===== config.mk =====
export PLATFORM = sky130hd
export DESIGN_NAME = add_sub_seq
export DESIGN_NICKNAME = d
export VERILOG_FILES = /design/src/rtl/add_sub_seq.sv
export SDC_FILE = /design/constraint.sdc
export NUM_CORES = 1
export LEC_CHECK = 0
export CELL_PAD_IN_SITES_DETAIL_PLACEMENT = 0
export CELL_PAD_IN_SITES_GLOBAL_PLACEMENT = 2
export CORE_MARGIN = 2
export CORE_UTILIZATION = 32
export DETAILED_ROUTE_END_ITERATION = 10
export GPL_ROUTABILITY_DRIVEN = 1
export PLACE_DENSITY_LB_ADDON = 0.1
export REMOVE_ABC_BUFFERS = 1
export SETUP_SLACK_MARGIN = 0.15
export SYNTH_ARGS = -nofsm -noshare
export SYNTH_HDL_FRONTEND = slang
export SYNTH_SLANG_ARGS = --single-unit

===== constraint.sdc =====
create_clock -name clk -period 3.9 [get_ports clk]
set_clock_uncertainty 0.1 [all_clocks]
set_input_delay 1.17 -clock clk [delete_from_list [all_inputs] [get_ports clk]]
set_output_delay 1.17 -clock clk [all_outputs]
set_load 0.03 [all_outputs]

===== src/rtl/add_sub_seq.sv =====
// add_sub_seq: command sequencer around a single n-bit add/subtract unit.
// Runs ADD, SUB and unsigned shift-add MUL on the shared adder and returns
// a 2n-bit result with a one-cycle done pulse. Requires n >= 2.

// Shared datapath: ctr=0 -> {cout,s} = a + b ; ctr=1 -> {cout,s} = a + ~b + 1
module add_sub #(
    parameter int n = 4
) (
    input  logic [n-1:0] a,
    input  logic [n-1:0] b,
    input  logic         ctr,
    output logic [n-1:0] s,
    output logic         cout
);
    logic [n-1:0] b_x;
    logic [n:0]   sum;

    // Conditional inversion of b plus carry-in forms a + b or a - b
    always_comb begin
        b_x = ctr ? ~b : b;
        sum = {1'b0, a} + {1'b0, b_x} + {{n{1'b0}}, ctr};
    end

    assign s    = sum[n-1:0];
    assign cout = sum[n];
endmodule

module add_sub_seq #(
    parameter int n = 4
) (
    input  logic           clk,
    input  logic           rst,
    input  logic           start,
    input  logic [1:0]     op,
    input  logic [n-1:0]   a,
    input  logic [n-1:0]   b,
    output logic           busy,
    output logic           done,
    output logic [2*n-1:0] result,
    output logic           cy,
    output logic           err
);
    localparam logic [1:0] OP_ADD = 2'b00;
    localparam logic [1:0] OP_SUB = 2'b01;
    localparam logic [1:0] OP_MUL = 2'b10;

    localparam int            CW       = $clog2(n);
    localparam logic [CW-1:0] LAST_STEP = CW'(n - 1);
    localparam logic [CW-1:0] CNT_ONE   = CW'(1);

    typedef enum logic [1:0] {
        S_IDLE,
        S_EXEC,
        S_MUL,
        S_DONE
    } state_t;

    state_t           state_q;
    logic [n-1:0]     opa_q;
    logic [n-1:0]     opb_q;
    logic [1:0]       op_q;
    logic [n-1:0]     acc_hi_q;
    logic [n-1:0]     acc_lo_q;
    logic [CW-1:0]    cnt_q;
    logic             busy_q;
    logic             done_q;
    logic [2*n-1:0]   result_q;
    logic             cy_q;
    logic             err_q;

    // Adder operands and outputs
    logic [n-1:0]     as_a;
    logic [n-1:0]     as_b;
    logic             as_ctr;
    logic [n-1:0]     as_s;
    logic             as_cout;

    // Next values computed from the adder output
    logic [n:0]       mul_sum;
    logic [n-1:0]     acc_hi_d;
    logic [n-1:0]     acc_lo_d;
    logic [2*n-1:0]   exec_result_d;
    logic             exec_cy_d;

    add_sub #(.n(n)) u_add_sub (
        .a    (as_a),
        .b    (as_b),
        .ctr  (as_ctr),
        .s    (as_s),
        .cout (as_cout)
    );

    // Steer the shared adder: accumulator + multiplicand while multiplying,
    // otherwise the latched operands with ctr taken from the opcode LSB
    always_comb begin
        as_a   = opa_q;
        as_b   = opb_q;
        as_ctr = op_q[0];
        if (state_q == S_MUL) begin
            as_a   = acc_hi_q;
            as_b   = opa_q;
            as_ctr = 1'b0;
        end
    end

    // One shift-add step: add the multiplicand only when the current
    // multiplier bit is set, then shift the (2n+1)-bit {sum, acc_lo} right
    always_comb begin
        mul_sum  = acc_lo_q[0] ? {as_cout, as_s} : {1'b0, acc_hi_q};
        acc_hi_d = mul_sum[n:1];
        acc_lo_d = {mul_sum[0], acc_lo_q[n-1:1]};
    end

    // ADD keeps the carry as result bit n; SUB reports a borrow and keeps
    // only the n-bit two's-complement difference
    always_comb begin
        exec_result_d = {{(n-1){1'b0}}, as_cout, as_s};
        exec_cy_d     = as_cout;
        if (op_q == OP_SUB) begin
            exec_result_d = {{n{1'b0}}, as_s};
            exec_cy_d     = ~as_cout;
        end
    end

    // Control FSM with registered outputs; results change only on entry to DONE
    always_ff @(posedge clk) begin
        if (rst) begin
            state_q  <= S_IDLE;
            opa_q    <= '0;
            opb_q    <= '0;
            op_q     <= '0;
            acc_hi_q <= '0;
            acc_lo_q <= '0;
            cnt_q    <= '0;
            busy_q   <= 1'b0;
            done_q   <= 1'b0;
            result_q <= '0;
            cy_q     <= 1'b0;
            err_q    <= 1'b0;
        end else begin
            done_q <= 1'b0;
            case (state_q)
                S_IDLE: begin
                    if (start) begin
                        opa_q  <= a;
                        opb_q  <= b;
                        op_q   <= op;
                        busy_q <= 1'b1;
                        case (op)
                            OP_ADD, OP_SUB: begin
                                state_q <= S_EXEC;
                            end
                            OP_MUL: begin
                                acc_hi_q <= '0;
                                acc_lo_q <= b;
                                cnt_q    <= '0;
                                state_q  <= S_MUL;
                            end
                            default: begin
                                // Illegal opcode completes immediately with an error flag
                                result_q <= '0;
                                cy_q     <= 1'b0;
                                err_q    <= 1'b1;
                                done_q   <= 1'b1;
                                state_q  <= S_DONE;
                            end
                        endcase
                    end
                end
                S_EXEC: begin
                    result_q <= exec_result_d;
                    cy_q     <= exec_cy_d;
                    err_q    <= 1'b0;
                    done_q   <= 1'b1;
                    state_q  <= S_DONE;
                end
                S_MUL: begin
                    acc_hi_q <= acc_hi_d;
                    acc_lo_q <= acc_lo_d;
                    cnt_q    <= cnt_q + CNT_ONE;
                    if (cnt_q == LAST_STEP) begin
                        // Take the product from the post-step value, not the stale registers
                        result_q <= {acc_hi_d, acc_lo_d};
                        cy_q     <= 1'b0;
                        err_q    <= 1'b0;
                        done_q   <= 1'b1;
                        state_q  <= S_DONE;
                    end
                end
                S_DONE: begin
                    busy_q  <= 1'b0;
                    state_q <= S_IDLE;
                end
                default: begin
                    busy_q  <= 1'b0;
                    state_q <= S_IDLE;
                end
            endcase
        end
    end

    assign busy   = busy_q;
    assign done   = done_q;
    assign result = result_q;
    assign cy     = cy_q;
    assign err    = err_q;
endmodule


# Word level (Yosys, flattened, before mapping)
# Cells that the tools add are included.
dict set report classes {
  add_sub_neg 3
  eq_ne 11
  mux 37
  bitwise_logic 2
  n_reduce_logical 12
}
# operator n
set ops {}
lappend ops {{$mux W4} 7}
lappend ops {{$mux W8} 3}
lappend ops {{$pmux W8 S3} 1}
lappend ops {{$pmux W4 S2} 2}
lappend ops {{$mux W1} 11}
lappend ops {{$mux W5} 2}
lappend ops {{$pmux W1 S3} 3}
lappend ops {{$eq A2 B2 Y1 const B} 4}
lappend ops {{$mux W2} 4}
lappend ops {{$pmux W2 S2} 2}
lappend ops {{$pmux W2 S4} 1}
lappend ops {{$eq A2 B1 Y1 const B} 3}
lappend ops {{$reduce_and A2 Y1} 3}
lappend ops {{$add A4 B4 Y5} 1}
lappend ops {{$add A5 B1 Y5} 1}
lappend ops {{$logic_not A2 Y1} 2}
lappend ops {{$ne A2 B1 Y1 const B} 2}
lappend ops {{$ne A2 B2 Y1 const B} 2}
lappend ops {{$not A4 Y4} 1}
lappend ops {{$reduce_and A4 Y1} 1}
lappend ops {{$reduce_bool A2 Y1} 2}
lappend ops {{$reduce_and A3 Y1} 1}
lappend ops {{$reduce_bool A3 Y1} 1}
lappend ops {{$reduce_or A3 Y1} 1}
lappend ops {{other kinds (4)} 4}
dict set report totals {
  register_bits 34
  in_bits 13
  out_inout_bits 12
  word_cells 77
}

# Logic depth before layout (Yosys ltp)
# Gate-level depths: netlist (run 1).
dict set report logic_depth {
  depth_word 9
  mapped_depth 16
  mapped_depth_nobuf 14
}

# Cells and area by module
# A second synthesis (run 1) with hierarchy kept.
dict set report hier_totals {
  hier_cells 224
  hier_area_um2 1979.4
}
# module instances cells_per_inst area_each_um2 seq_area_each_um2
set by_module_without_submodules {}
lappend by_module_without_submodules {add_sub_seq 1 204 1799.2 680.7}
lappend by_module_without_submodules {add_sub 1 20 180.2 0.0}

# Worst setup path after synthesis (run 1)
# No wires, ideal clock.
dict set report synth_timing {
  path_type {reg-to-reg}
  start {register state_q[0]}
  end {register cy_q, in the netlist cy}
  setup_ns 0.070
  arrival_time_ns 3.074
  required_ns 3.730
  slack_ns 0.656
  stages_incl_launch_ff 13
  path_buffers 2
  synth_period_minus_slack_ns 3.244
  cell_sequence {dfxtp_1 inv_1 ha_1 buf_1 clkbuf_1 mux2_2 ha_1 nor2b_1 o21ai_0 nand2_1 ha_1 or3_1 a21oi_1}
}
dict set report synth_via {
  elab_chain_cells 9
  elab_cells_between_ends 18
  cone_classes {2 x add/sub; 5 x eq/ne; 6 x mux; 2 x bitwise; 3 x reduce/logical}
}
# item line_no
set synth_rtl {}
lappend synth_rtl {{from (decl)} 58} ;# state_t state_q;
lappend synth_rtl {{from (signal assigned)} 128} ;# state_q <= S_IDLE;
lappend synth_rtl {{from (signal assigned)} 151} ;# state_q <= S_EXEC;
lappend synth_rtl {{from (signal assigned)} 157} ;# state_q <= S_MUL;
lappend synth_rtl {{$eq A2 B2 Y1} {99, 142}}
lappend synth_rtl {{$mux W4} 99} ;# if (state_q == S_MUL) begin
lappend synth_rtl {{$not A4 Y4} 20} ;# b_x = ctr ? ~b : b;
lappend synth_rtl {{$mux W4} 20}
lappend synth_rtl {{$add A4 B4 Y5} 21} ;# sum = {1'b0, a} + {1'b0, b_x} + {{n{1'b0}}, ctr};
lappend synth_rtl {{$add A5 B1 Y5} 21}
lappend synth_rtl {{$not A1 Y1} 121} ;# exec_cy_d = ~as_cout;
lappend synth_rtl {{$mux W1} 119} ;# if (op_q == OP_SUB) begin
lappend synth_rtl {{$pmux W1 S3} 142} ;# case (state_q)
lappend synth_rtl {{to (signal assigned)} 172} ;# cy_q <= exec_cy_d;
lappend synth_rtl {{to (decl)} 68} ;# logic cy_q;
# Several ways; a longest one is shown, not always the timed one.
# A chain may end at the register's enable or synchronous reset.

# Worst setup path after layout (run 1)
dict set report layout_timing {
  start {register state_q[0]}
  end {register acc_hi_q[2]}
}
dict set report layout_via {
  elab_chain_cells 8
  elab_cells_between_ends 15
  cone_classes {2 x add/sub; 3 x eq/ne; 6 x mux; 1 x bitwise; 3 x reduce/logical}
}
# item line_no
set layout_rtl {}
lappend layout_rtl {{$eq A2 B2 Y1} {99, 142}}
lappend layout_rtl {{$mux W4} 99}
lappend layout_rtl {{$not A4 Y4} 20}
lappend layout_rtl {{$mux W4} 20}
lappend layout_rtl {{$add A4 B4 Y5} 21}
lappend layout_rtl {{$add A5 B1 Y5} 21}
lappend layout_rtl {{$mux W5} 109} ;# mul_sum = acc_lo_q[0] ? {as_cout, as_s} : {1'b0, acc_hi_q};
lappend layout_rtl {{$pmux W4 S2} 142}
lappend layout_rtl {{to (signal assigned)} 178} ;# acc_hi_q <= acc_hi_d;
lappend layout_rtl {{to (decl)} 62} ;# logic [n-1:0] acc_hi_q;
# Several ways; a longest one is shown, not always the timed one.

==> results.md, run 1 <==
* Tmin final at around 3.1 ns
* Synth Register Bits at 34
* Worst Path Required at 4.02 ns
* # setup viols final at 0
* Main synth FF type: dfxtp_1
* Die height at 79.5 um
* Status: complete, no violations
* Initial antenna violation count at 0
* Hpwl dp at 3640 um
* FFs w/ async S/R, synth at 0
* Remaining DRCs at 0
* Setup_tns at 0 ns
* Pre-CTS WS at 0.707 ns
* # fillers at between 600 and 700
* Period utilisation layout at 0.800
* Starting DRT DRC Count at between 60 and 70
* Peak supply drop at roughly 0.19 mV
* Worst hold path class: flip-flop to flip-flop
* Drt wl/cell at roughly 15 um
* Total core area at 0.00551 mm2
* Number of synthesis warnings at 0
* Post-CTS sizing at 0
* Via Count at about 1.6k
* Worst hold slack at 0.356 ns
* Critical path startpoint category: flip-flop
* Starting Density at 0.331
* Num rows at 27
* Largest net degree at the start of global routing at 18
* Crit. End Element: flip-flop
* Syn_area_per_cell at 8.03 um2
* Max Root-Sink Buffers at 2
* Post-synthesis sequential area ratio at 0.373
* H-Tree Depth at 2
* Pwr Total at 1280 uW
* Worst-path clk slew at 0.07 ns
* First-pass GRT wire length at ~8300 um
* Met3 Use GR at 0.0385
* GR Util met2 at 0.291
* Critical Path Start: state_q[0]
* Gpl congestion at 0.798
* Vias in the first global route at approximately 1.7k
* CTS tree: built
* # Post-CTS Setup Buffers at 0
* Gr ovfl total at 0
* Routed vias/inst at 4.93
* Worst r2r src: state_q[0]
* Grt peak-use layer: met2
* Setup CP Type: flip-flop to flip-flop
* Post-route setup slack at around 0.78 ns
* Total CTS buffers at 5
* Cells after Synth at 227
* Netlist Area Pre-Place at 0.00182 mm2
* # diodes at 0
* Slew @ Worst Pin at 0.789 ns
* I/O pin total at 25
* Fmax at roughly 0.32 GHz
* Routed Antenna Nets at 0
* Max-slew violation count at 0
* Relative slew slack at 0.471
* IO buf count at 24
* First-pass detailed-route iteration total at 4
* Met1 global-route usage at 0.214
* Final hold violations at 0
* Routed wire length at 4800 um
* CP Max Fanout at 17
* Pleak at 0.000806 uW
* Hold path start: cnt_q[1]
* Netlist cell types at 39
* Arr. time, crit path at 3.24 ns
* Utilization after layout at 0.405
* RSZ-0062 raised after global routing: false
* Skew-Pair Late Insertion Delay at between 0.2 and 0.3 ns
* Share of layout cells above drive strength 1 at 0.0794
* Post-synth EDFFs at 0
* All-Layer GR Usage at 0.170
* Cts hold-fix bufs at 0
* Root Driver: clkbuf_8
* Clock sinks at 34
* Max-Cap Viols at 0
* Die Wd at 79.5 um
* Power per cell area at approximately 580 mW/mm2
* # nets final at between 200 and 300
* Layout area overhead at 22.4%
* Full die area at 0.00632 mm2
[registers in the layout, summed over array words and instances (netlist names)]
signal / cells
acc_hi_q: 4
acc_lo_q: 4
busy: 1
cnt_q: 2
cy: 1
done: 1
err: 1
op_q: 2
opa_q: 4
opb_q: 4
result: 8
state_q: 2
[power breakdown]
group | total, uW | internal, uW | leakage, uW | switching (uW)
clock | 274 | 143 | 0.0000482 | 131
sequential | 449 | 400 | 0.000277 | 49.3
combinational | 560 | 222 | 0.000481 | 338
total | 1280 | 764 | 0.000806 | 519
[Yosys cell counts, types with 5 or more instances]
library cell	number	area share
ha_1	10	0.069
o21ai_0	9	0.025
nor2_1	21	0.043
dfxtp_1	34	0.37
clkbuf_1	8	0.016
nand3_1	6	0.016
inv_1	8	0.016
a22oi_1	5	0.021
xnor2_1	5	0.024
nor2b_1	5	0.017
mux2i_1	7	0.038
a21oi_1	24	0.066
nand2_1	44	0.091
[worst max-delay path: stages (launching register included)]
cell     delay [ns]
dfxtp_1        0.34
inv_1          0.11
ha_1           0.54
mux2_2         0.41
ha_1           0.30
and2_1         0.16
a221o_2        0.36
mux2i_1        0.13
or4_4          0.49
o21ai_1        0.12
[final timing paths]
path                                     to  slack, ns  cells after the start
worst max-delay path            acc_hi_q[2]       0.78                      9
worst min-delay path               cnt_q[1]       0.36                      2
worst max register to register  acc_hi_q[2]       0.78                      9
worst min register to register     cnt_q[1]       0.36                      2
[kinds of logic after synthesis]
logic type / synth area share
AO/OA/AOI/OAI: 0.194
XOR/XNOR: 0.0336
adder cells (fa/ha/maj): 0.0796
buffers and inverters: 0.0467
flip-flops: 0.373
multiplexers: 0.0631
AND/OR/NAND/NOR: 0.210
[cells in the final DEF, fill, tap and decap left out, drive strengths merged, types with 4 or more instances in the layout]
cell	netlist	layout
a211oi	4	4
a21oi	24	24
a22oi	5	5
buf	4	5
clkbuf	8	7
clkdlybuf4s50	0	24
dfxtp	34	34
ha	10	10
inv	8	8
mux2	4	4
mux2i	7	7
nand2	44	44
nand3	6	6
nor2	21	21
nor2b	5	5
nor3	4	4
o21ai	12	12
xnor2	5	5
[layer usage]
metal	wire, um	vias to the layer above
li1	-	826
met1	2350	743
met2	2220	23
met3	158	4
met4	59	0
met5	0	-
[layout make-up]
class	instances	area (um2)	area share
clock inverters	1	5.00	0.00224
clock buffers	7	86.3	0.0387
inverters	9	33.8	0.0151
well taps	72	90.1	0.0404
flip-flops and latches	34	681	0.305
repair buffers	29	278	0.125
multi-input cells	172	1060	0.474
[metrics by stage]
step / area [um2] / cells
CTS: 2230 / 324
global route: 2230 / 324
global placement: 2140 / 316
detailed placement: 2140 / 316
floorplan: 1770 / 215
finish: 2230 / 324
No activity file was read; power rests on OpenSTA's default activity.
==> run 2, diff against run 1 <==
- clock period: 3.9 -> 2.9 ns (I/O delays scaled with it)
==> run 2 against run 1 <==
Count of clock-buffer cells in the layout down 1. Worst setup slack worse by 0.54 ns. Critical path depth unchanged. Flip-flop and latch count unchanged. Register-to-register slack got worse by 0.54 ns. Routed wire length up 0.19%. Utilization increased by 2.2 points. Total power increased by 43%. First-iteration DRC count down 11%. Critical path type unchanged.
==> results.md, run 2 (synthesized netlist as in run 1, its figures left out) <==
* Setup CP Type: flip-flop to flip-flop
* Setup_tns at 0 ns
* H-Tree Depth at 2
* Final hold violations at 0
* Register-to-Register Path Depth at 9
* Cts hold-fix bufs at 0
* Slew @ Worst Pin at 0.490 ns
* Gr ovfl total at 0
* Die height at between 70 and 80 um
* # nets final at 287
* Clock sinks at 34
* Routed vias/inst at 4.87
* Critical Path Start: state_q[0]
* Fmax at 0.375 GHz
* Vias in the first global route at 1557
* All-Layer GR Usage at 0.162
* Peak supply drop at 0.234 mV
* Full die area at between 0.006 and 0.007 mm2
* Tmin final at ~2.7 ns
* Layout area overhead at 29.2%
* Worst R2R Setup Slack at 0.24 ns
* Total CTS buffers at 5
* Most common cell after layout, fill and taps aside: nand2_1
* Worst hold slack at 0.360 ns
* Hold path start: cnt_q[1]
* Largest register FFs at 8
* Starting DRT DRC Count at 54
* WHS Path Cells at 2
* Critical path startpoint category: flip-flop
* First-pass detailed-route iteration total at 4
* Drt wl/cell at 14.3 um
* Pwr Total at 1840 uW
* Via Count at 1635
* Post-route cell area at 0.00235 mm2
* RSZ-0062 raised after global routing: false
* # setup viols final at 0
* Worst r2r src: state_q[0]
* Worst-path clk slew at ~0.080 ns
* Relative slew slack at 0.671
* Num rows at 27
* CP Max Fanout at 7
* Worst hold path class: flip-flop to flip-flop
* Root Driver: clkbuf_8
* Pleak at 0.000867 uW
* Crit. End Element: flip-flop
* Die Wd at between 70 and 80 um
* Routed Antenna Nets at 0
* I/O pin total at 25
* Skew-Pair Late Insertion Delay at about 0.29 ns
* Status: complete, no violations
* Power per cell area at around 780 mW/mm2
* First-pass GRT wire length at 7870 um
* Max-slew violation count at 0
* IO buf count at 24
* Routed wire length at slightly below 5000 um
* Reg2Reg Capture Point: acc_hi_q[2]
* Period utilisation layout at 0.919
* Post-DP Area at 0.00222 mm2
* # diodes at 0
* Gpl congestion at 0.833
* Most frequent cells in the layout: nand2_1 (44), dfxtp_1 (33), clkdlybuf4s50_1 (24)
* Max Root-Sink Buffers at 2
* Hpwl dp at 3720 um
* Largest net degree at the start of global routing at 16
* Worst setup path endpoint: acc_hi_q[2]
* Starting Density at 0.331
* CTS tree: built
* Arr. time, crit path at 2.79 ns
* Remaining DRCs at 0
* Max-Cap Viols at 0
* Worst Path Required at slightly above 3 ns
* Initial antenna violation count at 0
* Share of layout cells above drive strength 1 at 0.155
* Total core area at 0.00551 mm2
[run 2: worst min path at each step]
stage / to / slack [ns]
after floorplan: op_q[1] / 0.33
after global placement: cnt_q[1] / 0.34
after detailed placement: cnt_q[1] / 0.35
after CTS: cnt_q[1] / 0.36
after global routing: op_q[1] / 0.39
final: cnt_q[1] / 0.36
[run 2: critical path, cell delays in order, from the launching register on]
cell and delay (ns):
dfxtp_1 0.32, inv_2 0.08, ha_4 0.18, mux2_2 0.35, ha_1 0.31, and2_1 0.16
a221o_2 0.36, mux2i_1 0.13, or4_4 0.50, o21ai_2 0.12
[run 2: area by class of cell]
cell class	count	area [um2]
Inverter	9	33.8
Sequential cell	34	682
Fill cell	583	3150
Clock buffer	6	82.6
Tap cell	72	90.1
Multi-Input combinational cell	172	1090
Timing Repair Buffer	41	368
Clock inverter	2	12.5
[run 2: layer usage]
layer	vias to the layer above	GRT usage	routed length [um]
met4	0	0.0466	45
li1	843	-	-
met1	757	0.205	2290
met5	-	0	0
met2	30	0.281	2290
met3	5	0.0271	178
[run 2: power by group]
group          internal, uW  total, uW  switching (uW)
sequential              539        606            67.0
combinational           379        863             483
clock                   191        371             180
[run 2: what timing repair did]
item / CTS / global route
setup endpoints to repair: 3 / 3
resized for setup: 3 / 8
pin swaps: 0 / 1
setup buffers: 0 / 1
[run 2: through the flow]
step	worst slack (ns)	cells	utilization
floorplan	-0.123	215	-
global placement	0.114	327	0.404
detailed placement	0.0301	327	0.404
CTS	0.166	335	0.423
global route	0.151	336	0.428
finish	0.236	336	0.428
